===== src/rtl/uart_tx_io.sv =====
`default_nettype none
// ============================================================================
//  Module   : uart_tx_io
//  Purpose  : Memory-mapped 8N1 UART transmitter for the Minisys IO space.
//             The CPU stores bytes into a small TX FIFO through the IO-write
//             path. The block serialises them onto the tx pin and exposes a
//             pollable STATUS word on the IO-read path.
//  Ports    : clock    - CPU clock, rising edge
//             reset    - synchronous, active-high reset
//             io_write - IO store strobe (one cycle per store)
//             io_read  - IO load strobe (one cycle per load)
//             addr_sel - 0 = TXDATA, 1 = STATUS
//             wdata    - byte to transmit (TXDATA stores only)
//             rdata    - read data, combinational from current state
//             tx       - serial line, registered, idle high
//             tx_busy  - frame on the line or FIFO not empty
//  STATUS   : {24'b0, count[3:0], overflow, tx_busy, empty, full}
//  Revision : 1.0 - initial release
// ============================================================================
module uart_tx_io #(
    parameter int CLK_FREQ_HZ = 23000000,
    parameter int BAUD        = 115200,
    parameter int FIFO_DEPTH  = 4
) (
    input  logic        clock,
    input  logic        reset,
    input  logic        io_write,
    input  logic        io_read,
    input  logic        addr_sel,
    input  logic [7:0]  wdata,
    output logic [31:0] rdata,
    output logic        tx,
    output logic        tx_busy
);

    // ------------------------------------------------------------------------
    // Derived constants
    // ------------------------------------------------------------------------
    localparam int C_BAUD_DIV = CLK_FREQ_HZ / BAUD;
    localparam int C_BCW      = (C_BAUD_DIV > 1) ? $clog2(C_BAUD_DIV) : 1;
    localparam int C_PW       = $clog2(FIFO_DEPTH);
    localparam int C_CW       = C_PW + 1;

    localparam logic [C_BCW-1:0] C_BAUD_RELOAD = C_BCW'(C_BAUD_DIV - 1);
    localparam logic [C_CW-1:0]  C_DEPTH       = C_CW'(FIFO_DEPTH);

    typedef enum logic [1:0] {
        S_IDLE  = 2'd0,
        S_START = 2'd1,
        S_DATA  = 2'd2,
        S_STOP  = 2'd3
    } state_t;

    // ------------------------------------------------------------------------
    // State
    // ------------------------------------------------------------------------
    state_t            r_state;
    logic              r_tx;
    logic [7:0]        r_shift;
    logic [C_BCW-1:0]  r_baud_cnt;
    logic [2:0]        r_bit_idx;

    logic [7:0]        r_mem [FIFO_DEPTH];
    logic [C_PW-1:0]   r_wr_ptr;
    logic [C_PW-1:0]   r_rd_ptr;
    logic [C_CW-1:0]   r_count;
    logic              r_overflow;

    // ------------------------------------------------------------------------
    // Combinational control
    // ------------------------------------------------------------------------
    logic        w_empty;
    logic        w_full;
    logic        w_baud_done;
    logic        w_pop;
    logic        w_wr_req;
    logic        w_push;
    logic        w_status_rd;
    logic [7:0]  w_head;
    logic [4:0]  w_cnt_ext;
    logic [3:0]  w_cnt_sat;

    assign w_empty     = (r_count == '0);
    assign w_full      = (r_count == C_DEPTH);
    assign w_baud_done = (r_baud_cnt == '0);
    assign w_head      = r_mem[r_rd_ptr];

    // The FSM takes the FIFO head either from idle, or at the very end of a
    // stop bit so consecutive frames run with no idle gap.
    assign w_pop = !w_empty &&
                   ((r_state == S_IDLE) || ((r_state == S_STOP) && w_baud_done));

    // A store to a full FIFO still lands if the FSM frees a slot on the same
    // edge; otherwise the byte is dropped and flagged.
    assign w_wr_req    = io_write && !addr_sel;
    assign w_push      = w_wr_req && (!w_full || w_pop);
    assign w_status_rd = io_read && addr_sel;

    // ------------------------------------------------------------------------
    // TX FIFO: pointers wrap naturally because the depth is a power of two.
    // Storage is not reset; clearing the pointers and count discards it.
    // ------------------------------------------------------------------------
    always_ff @(posedge clock) begin
        if (w_push) begin
            r_mem[r_wr_ptr] <= wdata;
        end
    end

    always_ff @(posedge clock) begin
        if (reset) begin
            r_wr_ptr   <= '0;
            r_rd_ptr   <= '0;
            r_count    <= '0;
            r_overflow <= 1'b0;
        end else begin
            if (w_push) begin
                r_wr_ptr <= r_wr_ptr + C_PW'(1);
            end
            if (w_pop) begin
                r_rd_ptr <= r_rd_ptr + C_PW'(1);
            end
            case ({w_push, w_pop})
                2'b10:   r_count <= r_count + C_CW'(1);
                2'b01:   r_count <= r_count - C_CW'(1);
                default: r_count <= r_count;
            endcase
            // Sticky overflow; a dropped store beats a clearing STATUS read.
            if (w_wr_req && !w_push) begin
                r_overflow <= 1'b1;
            end else if (w_status_rd) begin
                r_overflow <= 1'b0;
            end
        end
    end

    // ------------------------------------------------------------------------
    // Serialiser FSM. The baud counter is loaded with BAUD_DIV-1 whenever a
    // new bit is driven, so each bit lasts exactly BAUD_DIV cycles.
    // ------------------------------------------------------------------------
    always_ff @(posedge clock) begin
        if (reset) begin
            r_state    <= S_IDLE;
            r_tx       <= 1'b1;
            r_shift    <= 8'h00;
            r_baud_cnt <= '0;
            r_bit_idx  <= 3'd0;
        end else begin
            case (r_state)
                S_IDLE: begin
                    r_tx <= 1'b1;
                    if (w_pop) begin
                        r_shift    <= w_head;
                        r_baud_cnt <= C_BAUD_RELOAD;
                        r_tx       <= 1'b0;
                        r_state    <= S_START;
                    end
                end

                S_START: begin
                    if (w_baud_done) begin
                        r_tx       <= r_shift[0];
                        r_shift    <= {1'b0, r_shift[7:1]};
                        r_bit_idx  <= 3'd0;
                        r_baud_cnt <= C_BAUD_RELOAD;
                        r_state    <= S_DATA;
                    end else begin
                        r_baud_cnt <= r_baud_cnt - C_BCW'(1);
                    end
                end

                S_DATA: begin
                    if (w_baud_done) begin
                        r_baud_cnt <= C_BAUD_RELOAD;
                        if (r_bit_idx == 3'd7) begin
                            r_tx    <= 1'b1;
                            r_state <= S_STOP;
                        end else begin
                            r_tx      <= r_shift[0];
                            r_shift   <= {1'b0, r_shift[7:1]};
                            r_bit_idx <= r_bit_idx + 3'd1;
                        end
                    end else begin
                        r_baud_cnt <= r_baud_cnt - C_BCW'(1);
                    end
                end

                S_STOP: begin
                    if (w_baud_done) begin
                        if (w_pop) begin
                            r_shift    <= w_head;
                            r_baud_cnt <= C_BAUD_RELOAD;
                            r_tx       <= 1'b0;
                            r_state    <= S_START;
                        end else begin
                            r_tx    <= 1'b1;
                            r_state <= S_IDLE;
                        end
                    end else begin
                        r_baud_cnt <= r_baud_cnt - C_BCW'(1);
                    end
                end

                default: begin
                    r_tx    <= 1'b1;
                    r_state <= S_IDLE;
                end
            endcase
        end
    end

    // ------------------------------------------------------------------------
    // Outputs
    // ------------------------------------------------------------------------
    assign tx      = r_tx;
    assign tx_busy = (r_state != S_IDLE) || !w_empty;

    // Count field is four bits wide; a 16-deep FIFO saturates it at 15.
    assign w_cnt_ext = 5'(r_count);
    assign w_cnt_sat = w_cnt_ext[4] ? 4'hF : w_cnt_ext[3:0];

    assign rdata = addr_sel ? {24'b0, w_cnt_sat, r_overflow, tx_busy, w_empty, w_full}
                            : 32'b0;

endmodule
`default_nettype wire

===== config.mk =====
export PLATFORM = sky130hd
export DESIGN_NAME = uart_tx_io
export DESIGN_NICKNAME = d
export VERILOG_FILES = /design/src/rtl/uart_tx_io.sv
export SDC_FILE = /design/constraint.sdc
export NUM_CORES = 1
export LEC_CHECK = 0
export CAP_MARGIN = 20
export CORE_MARGIN = 1.5
export CORE_UTILIZATION = 40
export DETAILED_ROUTE_END_ITERATION = 12
export PLACE_DENSITY_LB_ADDON = 0.12
export SYNTH_ARGS = -nofsm -noshare
export SYNTH_HDL_FRONTEND = slang
export SYNTH_SLANG_ARGS = --single-unit

===== constraint.sdc =====
create_clock -name clock -period 4.8 [get_ports clock]
set_input_delay 0.96 -clock clock [delete_from_list [all_inputs] [get_ports clock]]
set_output_delay 0.96 -clock clock [all_outputs]
set_load 0.005 [all_outputs]

== After elaboration in Yosys (flattened, before gate mapping) ==
Memory sizes are Yosys's and may differ from the RTL's. A register that Yosys moved wholly into a read port is not among the register bits.
Index checks and enable logic that the tools add are counted.
Storage, ports and cells
  flip-flop bits (word level): 30
  memory bits (writable): 32
  output and inout bits: 34
  memories: 1
Cells by class
  add/sub/neg operators: 6
  eq/ne operators: 13
  multiplexer cells: 35
  reductions and logical operators: 25
Memory list
  r_mem: words 4, width 8, read ports 1, clocked after Yosys merged registers in 1, wr ports 1, line 63  | logic [7:0] r_mem [FIFO_DEPTH];
Operators by type and width (count)
  $mux 8: 8
  $pmux 8 s4: 1
  $pmux 8 s3: 1
  $mux 2: 7
  $ne 2x2->1 const B: 6
  $pmux 3 s2: 2
  $mux 1: 10
  $mux 3: 3
  $logic_not 8->1: 1
  $pmux 2 s4: 1
  $reduce_and 4->1: 2
  $reduce_bool 2->1: 4
  $sub 8x1->8 const B: 1
  $mux 7: 1
  $add 3x1->3 const B: 2
  $eq 2x2->1 const B: 3
  $eq 3x3->1 const B: 2
  $logic_and 1x1->1: 6
  $reduce_and 5->1: 1
  $add 2x1->2 const B: 2
  $eq 2x1->1 const B: 2
  $logic_not 1->1: 4
  $pmux 1 s4: 1
  $logic_not 3->1: 1
  other kinds (5): 7

== Depth between registers and ports, before layout ==
Gate-level depths: netlist of run 1.
  depth in word-level cells: 9
  mapped depth: 10
  mapped depth without buffers: 10

== Least setup slack after synthesis of run 1 ==
No wires, ideal clock.
  kind: input to register
  start point: input port io_write
  end point: register r_count[2]
  data arrival time: 2.521 ns
  data required time: 4.725 ns
  slack: 2.203 ns
  stages: 7
  path through: nor2b_1 clkbuf_1 nor3_1 fa_1 and3_1 or3b_1 a31oi_1
On the way
  cells in the longest elaborated chain, start to end: 4
RTL lines
  start: declaration: line 27  | input logic io_write,
  $logic_and 1x1->1 (*): line 95  | assign w_wr_req = io_write && !addr_sel;
  $logic_and 1x1->1 (*): line 96  | assign w_push = w_wr_req && (!w_full || w_pop);
  $eq 2x1->1 or $eq 2x2->1 (tied branches): line 122  | case ({w_push, w_pop})
  $pmux 3 s2 or $reduce_bool 2->1 (tied branches)
  end signal: assignment: line 123  | 2'b10: r_count <= r_count + C_CW'(1);
  end signal: assignment: line 124  | 2'b01: r_count <= r_count - C_CW'(1);
  end signal: assignment: line 125  | default: r_count <= r_count;
  end: declaration: line 66  | logic [C_CW-1:0] r_count;
Mark *: on every way between the ends. The rest lies on a longest branch, timed or not.
A chain may end at the register's enable or synchronous reset.

== Worst setup path in the final report of run 1 ==
  start point: input port addr_sel
  end point: output port rdata[0]
On the way
  cells in the longest elaborated chain, start to end: 1
RTL lines
  start: declaration: line 29  | input logic addr_sel,
  $mux 7: line 221  | assign rdata = addr_sel ? {24'b0, w_cnt_sat, r_overflow, tx_busy, w_empty, w_full}
  end: declaration: line 31  | output logic [31:0] rdata,
No other way between the ends.

==> flow_metrics.env, run 1 <==
export IMPL_status="completed"
export IMPL_reg2reg_slack_ns=1.89
export IMPL_die_w_um=94.24
export IMPL_fin_setup_tns_ns=0
export IMPL_grt_antenna_before_repair=0
export IMPL_hpwl_mm=4.059
export IMPL_cts_tree="done"
export IMPL_layout_nets=343
export IMPL_yosys_most_used_dff="edfxtp_1"
export IMPL_min_path_cells=2
export IMPL_maxSlewViolCount=0
export IMPL_clockBufferDepth=2
export IMPL_hold_violations=0
export IMPL_drt_total_wl_mm=5.828
export IMPL_syn2layout_area_growth_pct=12.29
export IMPL_seq_area_frac_synth_pct=48.10
export IMPL_worst_clock_skew_ns=0.008346
export IMPL_fmax_ghz=0.3050
export IMPL_p_per_area_nw_per_um2=605.6
export IMPL_gp_congestion=0.7166
export IMPL_post_cts_buffers=0
export IMPL_cp_max_fo=9
export IMPL_synth_cell_type_count=56
export IMPL_end_kind="output pin"
export IMPL_syn_mean_instance_area_um2=11.02
export IMPL_initial_core_util_pct=40.93
export IMPL_yosys_area_top_type="edfxtp_1"
export IMPL_coreArea_um2=8134
export IMPL_cp_startpoint="addr_sel"
export IMPL_grt_pass1_vias=1963
export IMPL_grt_ovfl_total=0
export IMPL_cts_root_buffer="clkbuf_8"
export IMPL_drive_gt1_share_pct=11.18
export IMPL_critPathBufInv=2
export IMPL_n_antenna_cell=0
export IMPL_finalCritPeriodShare_pct=68.32
export IMPL_synth_simple_area_share_pct=15.75
export IMPL_peakVddDrop_mv=0.2795
export IMPL_numCtsBuffers=9
export IMPL_drtIter0Drc=67
export IMPL_worst_path_stages=4
export IMPL_hold_buffers=0
export IMPL_synthTopCellsByArea="edfxtp_1 29%, dfxtp_1 19%, buf_4 5.6%, mux4_2 5.4%, ha_1 4.5%"
export IMPL_path_class="in2out"
export IMPL_synth_mux_area_share_pct=9.395
export IMPL_synthCells=302
export IMPL_relSlewSlack_pct=47.55
export IMPL_ant_nets=0
export IMPL_synthArstFlopShare_pct=0
export IMPL_io_pins=47
export IMPL_die_area_um2=8880
export IMPL_holdWs_ns=0.4561
export IMPL_die_y_um=94.24
export IMPL_synth_seq_cells=64
export IMPL_synth_top_family_by_area="simple AND/OR/NAND/NOR gates"
export IMPL_grt_max_degree=25
export IMPL_synth_common_cells="32 x dfxtp_1, 32 x edfxtp_1, 25 x buf_4"
export IMPL_slowest_delay_ns=0.57
export IMPL_reg2reg_from="r_baud_cnt[0]$_SDFF_PP0_"
export IMPL_synthesis_area_um2=3329
export IMPL_clk_insertion_delay_late_ns=0.35
export IMPL_rsz0062_at_grt="no"
export IMPL_synth_fa_ha_area_share_pct=5.111
export IMPL_drv_cap=0
export IMPL_cts_repair_resized=0
export IMPL_grt_pass1_wl_mm=9.867
export IMPL_grt_use_total_pct=14.63
export IMPL_fill_cells=752
export IMPL_setup_viol=0
export IMPL_num_vias=2197
export IMPL_cts_sinks=64
export IMPL_clkTransAtPathRegs_ns=0.08
export IMPL_yosysWarnings=0
export IMPL_cp_start_kind="input port"
export IMPL_num_rows=33
export IMPL_synthXorXnorAreaFrac_pct=1.052
export IMPL_cp_cell_sequence="clkdlybuf4s50_1 -> and2_1 -> and2_1 -> clkdlybuf4s50_1"
export IMPL_slowest_stage="clkdlybuf4s50_1"
export IMPL_hp_start="r_overflow$_SDFFE_PP0P_"
export IMPL_p_leak_nw=1.349
export IMPL_fin_crit_ns=3.279
export IMPL_crit_arrival_ns=2.32
export IMPL_synth_compound_area_share_pct=11.65
export IMPL_viasPerCell=5.145
export IMPL_r2r_cells=10
export IMPL_synth_top_area_share_pct=28.86
export IMPL_drc=0
export IMPL_utilization_pct=45.96
export IMPL_synth_edf_count=32
export IMPL_required_ns=3.84
export IMPL_regArea_um2=1602
export IMPL_worst_pin_slew_ns=0.7868
export IMPL_firstDrtPassIters=4
export IMPL_htree_levels=3
export IMPL_portBuffers=21
export IMPL_hold_class="reg2reg"
export IMPL_wl_per_cell_um=13.65
export IMPL_crit_family="buffers and inverters"
export IMPL_multi_input_area_um2=1524
[kinds of logic (layout without fill, tap and decap cells)]
family | Yosys count | count (layout)
AOI/OAI and AO/OA | 56 | 56
xor gates and xnor gates | 4 | 4
adders and majority gates | 13 | 13
buffers and inverters | 51 | 47
DFF | 64 | 64
muxes | 21 | 21
other | 1 | 25
and+or+nand+nor | 92 | 92
[worst paths after layout]
| kind | to |
|---|---|
| setup / recovery | rdata[0] |
| hold / removal | r_overflow$_SDFFE_PP0P_ |
| setup reg to reg | r_count[2]$_SDFFE_PP0P_ |
| hold reg to reg | r_overflow$_SDFFE_PP0P_ |
[report_power, final]
part	total (W)	switching [W]	internal (W)
combinational	0.000985	0.000558	0.000426
clock	0.000525	0.000227	0.000297
sequential	0.000755	0.0000933	0.000661
total	0.00226	0.000879	0.00139
[worst min-delay path, stage by stage (launching register included)]
cell and delay [ns]:
dfxtp_1 0.31, nand2_1 0.05, a21oi_1 0.05
[layout make-up]
cell class              instances  area share [%]
clock buffers                   9           3.313
well taps                     105           3.514
inverters                       8          0.8032
clock inverters                 7           2.744
flip-flops and latches         64           42.84
repair buffers                 23           6.024
multi-input cells             211           40.76
[cells in the final DEF (no fill, tap or decap), types with 9 or more instances in the layout]
cell,netlist,routed
mux2i_1,11,11
clkbuf_8,0,9
a21oi_1,15,15
nand2_1,11,11
nor2_1,21,21
and2_1,13,13
nor3_1,9,9
edfxtp_1,32,32
dfxtp_1,32,32
clkdlybuf4s50_1,0,21
conb_1,1,25
ha_1,12,12
[per-stage QoR]
step                      setup WS (ns)  area (um2)  instances  total power (W)
final                             1.521        3739        427         0.002264
after global placement            1.498        3512        411         0.001762
after CTS                         1.496        3739        427         0.002289
after global routing              1.418        3739        427         0.002440
after floorplan                   2.203        3420        326         0.001545
after detailed placement          1.438        3512        411         0.001760
[sequential cells by signal, indices dropped and copies added (netlist names), named ones only]
register	count
r_state	2
r_bit_idx	3
r_mem	32
r_count	3
r_overflow	1
r_shift	8
r_rd_ptr	2
r_wr_ptr	2
tx	1
r_baud_cnt	8
[metal layers]
| layer | share of wire (%) | wire (um) | vias up | global-route usage, % |
|---|---|---|---|---|
| li1 | - | - | 1096 | - |
| met1 | 48 | 2793 | 1044 | 19.16 |
| met2 | 47 | 2746 | 50 | 22.66 |
| met3 | 3.9 | 225 | 7 | 4.612 |
| met4 | 1.0 | 61 | 0 | 5.224 |
| met5 | 0 | 0 | - | 0 |
(Power assumes the default switching activity.)
==> run 2, diff against run 1 <==
clock period = 3.4 ns   (was 4.8 ns; I/O delays follow)
==> run 2 against run 1 <==
  * Core utilization is 0.58 points higher
  * Clock skew increased by 0.0026 ns
  * Critical path depth did not move
  * Sequential power is 42% higher
  * Largest cell class unchanged
  * Cell area increased by 1.3%
  * Global-route usage up 0.21 points
  * Flip-flop and latch count stayed put
  * Total power up 46%
  * Largest power group unchanged
  * Combinational power is 43% higher
  * Register-to-register slack got worse by 1.2 ns
==> flow_metrics.env, run 2 (synthesis gave the netlist of run 1 again) <==
export IMPL_cts_repair_resized=0
export IMPL_clkTransAtPathRegs_ns=0.08
export IMPL_wl_per_cell_um=13.71
export IMPL_required_ns=2.72
export IMPL_grt_use_total_pct=14.84
export IMPL_holdWs_ns=0.4546
export IMPL_clockBufferDepth=2
export IMPL_fmax_ghz=0.3686
export IMPL_die_w_um=94.24
export IMPL_viasPerCell=5.151
export IMPL_drv_cap=0
export IMPL_grt_antenna_before_repair=0
export IMPL_p_per_area_nw_per_um2=870.9
export IMPL_mostFrequentLayoutCells="32 x dfxtp_1, 32 x edfxtp_1, 25 x conb_1"
export IMPL_reg_top3="r_mem: 32 flops, r_baud_cnt: 8 flops, r_shift: 8 flops"
export IMPL_cts_tree="done"
export IMPL_clk_insertion_delay_late_ns=0.34
export IMPL_largest_register="r_mem"
export IMPL_coreArea_um2=8134
export IMPL_drc=0
export IMPL_cts_sinks=64
export IMPL_rsz0062_at_grt="no"
export IMPL_crit_arrival_ns=2.03
export IMPL_drtIter0Drc=78
export IMPL_drive_gt1_share_pct=12.00
export IMPL_path_class="in2out"
export IMPL_end_kind="output pin"
export IMPL_drt_total_wl_mm=5.896
export IMPL_finalCritPeriodShare_pct=79.79
export IMPL_grt_ovfl_total=0
export IMPL_gp_congestion=0.7308
export IMPL_die_y_um=94.24
export IMPL_io_pins=47
export IMPL_syn2layout_area_growth_pct=13.72
export IMPL_worst_pin_slew_ns=0.7093
export IMPL_cp_start_kind="input port"
export IMPL_relSlewSlack_pct=52.28
export IMPL_largest_reg_flops=32
export IMPL_n_antenna_cell=0
export IMPL_numCtsBuffers=9
export IMPL_portBuffers=21
export IMPL_grt_pass1_vias=2037
export IMPL_hold_buffers=0
export IMPL_place_inst=414
export IMPL_initial_core_util_pct=40.93
export IMPL_maxSlewViolCount=0
export IMPL_p_leak_nw=1.380
export IMPL_hold_violations=0
export IMPL_num_rows=33
export IMPL_grt_pass1_wl_mm=9.956
export IMPL_cp_max_fo=9
export IMPL_hold_class="reg2reg"
export IMPL_setup_viol=0
export IMPL_htree_levels=3
export IMPL_layout_nets=346
export IMPL_fin_setup_tns_ns=0
export IMPL_hpwl_mm=4.076
export IMPL_status="completed"
export IMPL_cts_root_buffer="clkbuf_8"
export IMPL_die_area_um2=8880
export IMPL_grt_max_degree=22
export IMPL_finalPower_w=0.003298
export IMPL_fin_crit_ns=2.713
export IMPL_peakVddDrop_mv=0.3136
export IMPL_worst_clock_skew_ns=0.01096
export IMPL_ant_nets=0
export IMPL_post_cts_buffers=0
export IMPL_firstDrtPassIters=4
export IMPL_fin_cells=430
export IMPL_num_vias=2215
run 2: area by class of cell:
type / instances / area [um2]
clock buffers: 9 / 123.9
clock inverters: 7 / 127.6
fillers: 745 / 4348
inverters: 8 / 30.03
multi-input cells: 211 / 1524
flip-flops and latches: 64 / 1602
well taps: 105 / 131.4
repair buffers: 26 / 247.7
run 2: worst paths after layout:
check	cells past startpoint	from	slack (ns)	to
min reg2reg	2	r_overflow$_SDFFE_PP0P_	0.45	r_overflow$_SDFFE_PP0P_
max reg2reg	11	r_baud_cnt[0]$_SDFF_PP0_	0.72	r_count[2]$_SDFFE_PP0P_
max	4	addr_sel	0.69	rdata[0]
min	2	r_overflow$_SDFFE_PP0P_	0.45	r_overflow$_SDFFE_PP0P_
run 2: metal layers:
layer	vias up	wire length, um	GRT usage [%]
li1	1087	-	-
met1	1068	2829	19.44
met2	52	2749	23.26
met3	8	215	3.641
met4	0	102	6.343
met5	-	0	0
run 2: critical path, stage by stage:
cell             delay, ns
clkdlybuf4s50_1       0.58
and2_1                0.17
and2_1                0.12
clkdlybuf4s50_1       0.49
run 2: power by group:
part,total (W),leakage [nW],switching (W),internal [W]
registers,0.00107,0.551,0.000133,0.000934
clock network,0.000816,0.126,0.000319,0.000497
logic,0.00141,0.703,0.000794,0.000621
run 2: through the flow:
stage	setup WS [ns]	instance area [um2]	util, %
finish	0.6870	3786	46.55
detailed placement	0.5916	3535	43.45
global placement	0.6288	3535	43.45
CTS	0.6804	3786	46.55
floorplan	0.9198	3420	-
global route	0.5454	3786	46.55
==> RTL change 1, RTL diff (flow settings as in run 2) <==
The parameter `BAUD` goes from 115200 to 57600.
--- a/src/rtl/uart_tx_io.sv
+++ b/src/rtl/uart_tx_io.sv
@@ -20,5 +20,5 @@
 module uart_tx_io #(
     parameter int CLK_FREQ_HZ = 23000000,
-    parameter int BAUD        = 115200,
+    parameter int BAUD        = 57600,
     parameter int FIFO_DEPTH  = 4
 ) (
Behaviour: same outputs for any inputs over 10 cycles, from zero or initial values and one cycle with reset high; that may be too few to reach the edited logic, so the function may still have changed.
==> RTL change 1 against run 2 <==
- worst setup slack got worse by 0.27 ns
- highest routed layer unchanged
- wire length grew 5.2%
- total power rose by 8.5%
- final area is 1.1% higher
- synthesized area up 3.0%
- sequential share of layout area increased by 0.067 points
- final cell count up 2.3%
- largest cell class unchanged
- sequential cell count rose by 1
==> RTL change 1: results (changes against run 2) <==
Cells and area
  – Post-route insts no fill: 440 (was 430)
  – Layout cells sized above 1: 13.4% (was 12.0%)
  – Final #Nets: 357 (was 346)
  – Fillers: 765 (was 745)

Route
  – Vias: 2225 (was 2215)
  – Met2 wire length: 2960 um (was 2750 um)
  – Initial drt markers: 107 (was 78)

Power
  – P_seq: 0.00113 W (was 0.00107 W)
  – Static Leak: 1.38 nW (about the same)
  – Switching Fraction: 41.9% (was 37.8%)
  – Seq pwr share: 31.6% (was 32.3%)

Logic synthesis
  – Predominant post-synthesis flop cell: dfxtp_1 (was edfxtp_1)
  – Yosys cell types: 59 (was 56)
  – Synth top area cells: edfxtp_1 (28%), dfxtp_1 (19%), buf_4 (5.5%) (was edfxtp_1 (29%), dfxtp_1 (19%), buf_4 (5.6%))

Placement
  – DP HPWL: 4330 um (was 4080 um)
  – # placed instances: 424 (was 414)

Setup path
  – CP Capture Point: rdata[2] (was rdata[0])
  – Flop2flop setup slack: 0.85 ns (was 0.72 ns)
  – Crit Path Max Fanout: 6 (was 9)
  – Worst-case reg-to-reg path depth: 10 (was 11)

Global route
  – All-layer global routing usage: 14.7% (was 14.8%)
  – Number of global-route vias before repair: 1912 (was 2037)
  – Met2 Track Usage GR: 22.4% (was 23.3%)
  – M3 GR Usage: 4.07% (was 3.64%)

Status
  – Status: finished, final reports clean (unchanged)

Timing
  – Hold slack: 0.455 ns (about the same)
==> RTL change 1: cell types whose count changed in the layout (fill, tap and decap cells not counted), moves of 4 or more <==
cell      before  now
a211oi_1       0    6
nand3b_1       8    2
nor2_1        21   29
nor3_2         0    4
nor4_1         5    1
o31ai_1        7    0
==> RTL change 1: cell families after synthesis <==
| group | after synthesis | synth area share, % |
|---|---|---|
| adders and majority gates | 14 | 5.32 |
| buffers and inverters | 50 | 8.75 |
| xor gates and xnor gates | 4 | 1.02 |
| other | 1 | 0.109 |
| DFF | 65 | 47.3 |
| AOI/OAI and AO/OA | 59 | 13.0 |
| muxes | 19 | 8.50 |
| and+or+nand+nor | 99 | 16.0 |
==> RTL change 1: layout make-up <==
type / instances / area (um^2) / share of cell area (%)
sequential: 65 / 1620 / 42.4
tap: 105 / 131 / 3.43
inverter: 9 / 33.8 / 0.883
timing repair buffer: 25 / 240 / 6.28
multi-input combinational: 220 / 1600 / 41.8
clock inverter: 7 / 77.6 / 2.03
clock buffer: 9 / 124 / 3.24
==> RTL change 2, RTL diff (config.mk and constraints of run 2) <==
Without the edit above. Reset style: asynchronous (`reset`), changed in 2 clocked blocks. Comments in the files are not updated.
--- a/src/rtl/uart_tx_io.sv
+++ b/src/rtl/uart_tx_io.sv
@@ -107,5 +107,5 @@
     end
 
-    always_ff @(posedge clock) begin
+    always_ff @(posedge clock or posedge reset) begin
         if (reset) begin
             r_wr_ptr   <= '0;
@@ -138,5 +138,5 @@
     // new bit is driven, so each bit lasts exactly BAUD_DIV cycles.
     // ------------------------------------------------------------------------
-    always_ff @(posedge clock) begin
+    always_ff @(posedge clock or posedge reset) begin
         if (reset) begin
             r_state    <= S_IDLE;
Behaviour: differs if reset is asserted again (counterexample within 4 cycles, from zero or initial values and one cycle with reset high); with reset held inactive, the same outputs for 10 cycles.
==> RTL change 2 against run 2 <==
- total power increased by 8.9%
- synthesized area increased by 3.8%
- largest cell class unchanged
- combinational power increased by 24%
- non-clock buffer count increased by 2
- sequential cell count decreased by 2
- clock power decreased by 27%
- wire length increased by 15%
- worst setup slack got worse by 0.18 ns
- synthesized cell count unchanged
- final area increased by 2.3%
==> RTL change 2: results (changes against run 2) <==
CTS
  – Total CTS buffers: 9 (unchanged)
  – CTS clk-pin slew, worst paths: 0.08 ns (about the same)

Placement
  – Placer Congestion: 0.771 (was 0.731)
  – DP HPWL: 4740 um (was 4080 um)
  – # placed instances: 419 (was 414)
  – Cell Area, Placed: 3690 um^2 (was 3530 um^2)
  – Worst slack, placed: 0.443 ns (was 0.592 ns)

Global route
  – Largest net degree at the start of global routing: 31 (was 22)
  – All-layer global routing usage: 16.4% (was 14.8%)
  – First-pass GRT wire length: 11200 um (was 9960 um)
  – Number of global-route vias before repair: 2114 (was 2037)
  – Initial antenna violation count: 0 (unchanged)

Cells and area
  – Layout cells sized above 1: 13.9% (was 12.0%)
  – Synthesis-to-layout area growth: 12.0% (was 13.7%)
  – Final #Nets: 351 (was 346)
  – Post-route insts no fill: 435 (was 430)
  – Diode count: 0 (unchanged)

Route
  – Initial drt markers: 124 (was 78)
  – Routed length per instance: 15.6 um (was 13.7 um)
  – Via density: 5.29 (was 5.15)

Setup path
  – RR Endpoint: r_count[2] (unchanged)
  – CP startpoint: r_baud_cnt[0] (was addr_sel)
  – Flop2flop setup slack: 0.51 ns (was 0.72 ns)
  – Crit Path Max Fanout: 7 (was 9)
  – Setup crit end kind: register (was output pin)
  – Critical Path AT: 3.15 ns (was 2.03 ns)

Power
  – Static Leak: 1.52 nW (was 1.38 nW)
  – Pwr Density: 927 nW/um^2 (was 871 nW/um^2)
  – Worst VDD drop: 0.357 mV (was 0.314 mV)
  – Clock network power share: 16.6% (was 24.8%)
  – Combinational Power Share: 48.7% (was 42.9%)
  – Int Power: 0.00208 W (was 0.00205 W)

Logic synthesis
  – Top cells by count, synth: edfxtp_1 (32), dfrtp_1 (29), buf_4 (25) (was dfxtp_1 (32), edfxtp_1 (32), buf_4 (25))
  – Compound-Gate Fraction of Synth Area: 16.0% (was 11.6%)
  – Synth top area cells: edfxtp_1 (28%), dfrtp_1 (21%), buf_4 (5.4%) (was edfxtp_1 (29%), dfxtp_1 (19%), buf_4 (5.6%))
  – Sequential element share of the synthesized area: 49.5% (was 48.1%)
  – Synth warnings: 0 (unchanged)
  – Yosys cell types: 58 (was 56)
  – Mux cell area share after synthesis: 7.71% (was 9.39%)
  – Post-Synth Adder-Cell Area: 4.92% (was 5.11%)
  – FFs w/ async S/R, synth: 48.4% (was 0%)
  – Xor/xnor share of the synthesized area: 1.01% (was 1.05%)

Timing
  – Relative slew slack: 50.1% (was 52.3%)
  – Period utilization: 85.0% (was 79.8%)
  – Worst clock skew: 0.0100 ns (was 0.0110 ns)

Status
  – Status: finished, final reports clean (unchanged)
-- RTL change 2: cell families (layout without fill, tap and decap cells) --
| family | count (synthesis) | in the layout |
|---|---|---|
| AND/OR/NAND/NOR | 72 | 72 |
| AO/OA/AOI/OAI | 76 | 76 |
| XOR/XNOR | 4 | 4 |
| multiplexers | 15 | 15 |
| flip-flops | 62 | 62 |
| buffers and inverters | 59 | 63 |
| adder cells (fa/ha/maj) | 13 | 13 |
| other | 1 | 25 |
-- RTL change 2: cell type report --
class | count | area [um^2]
clock buffers | 9 | 124
multi-input cells | 205 | 1510
fillers | 760 | 4430
repair buffers | 28 | 263
flip-flops and latches | 62 | 1710
clock inverters | 7 | 56.3
inverters | 19 | 71.3
well taps | 105 | 131
-- RTL change 2: worst min path at each step --
stage                 startpoint  cells past startpoint  slack [ns]      endpoint
floorplan             r_shift[7]                      1        0.47    r_shift[7]
global placement    r_bit_idx[1]                      1        0.50  r_bit_idx[1]
detailed placement    r_shift[7]                      1        0.49    r_shift[7]
CTS                   r_shift[7]                      1        0.52    r_shift[7]
global route        r_bit_idx[1]                      1        0.53  r_bit_idx[1]
finish              r_bit_idx[1]                      1        0.51  r_bit_idx[1]
-- RTL change 2: worst max-delay path: stages, from the launching register on --
cell,delay [ns]
dfrtp_1,0.40
inv_1,0.09
ha_1,0.21
and4bb_2,0.35
a21oi_2,0.09
nor2_1,0.34
nand2_1,0.12
fa_1,0.41
nor3b_1,0.26
o311ai_0,0.23
o31a_1,0.15
o211ai_1,0.16
-- RTL change 2: routing by layer --
layer / global-route usage (%) / vias up / wire [um]
met3: 3.79 / 7 / 177
met5: 0 / - / 0
met1: 23.5 / 1130 / 3440
li1: - / 1129 / -
met4: 5.51 / 0 / 65
met2: 24.4 / 37 / 3120
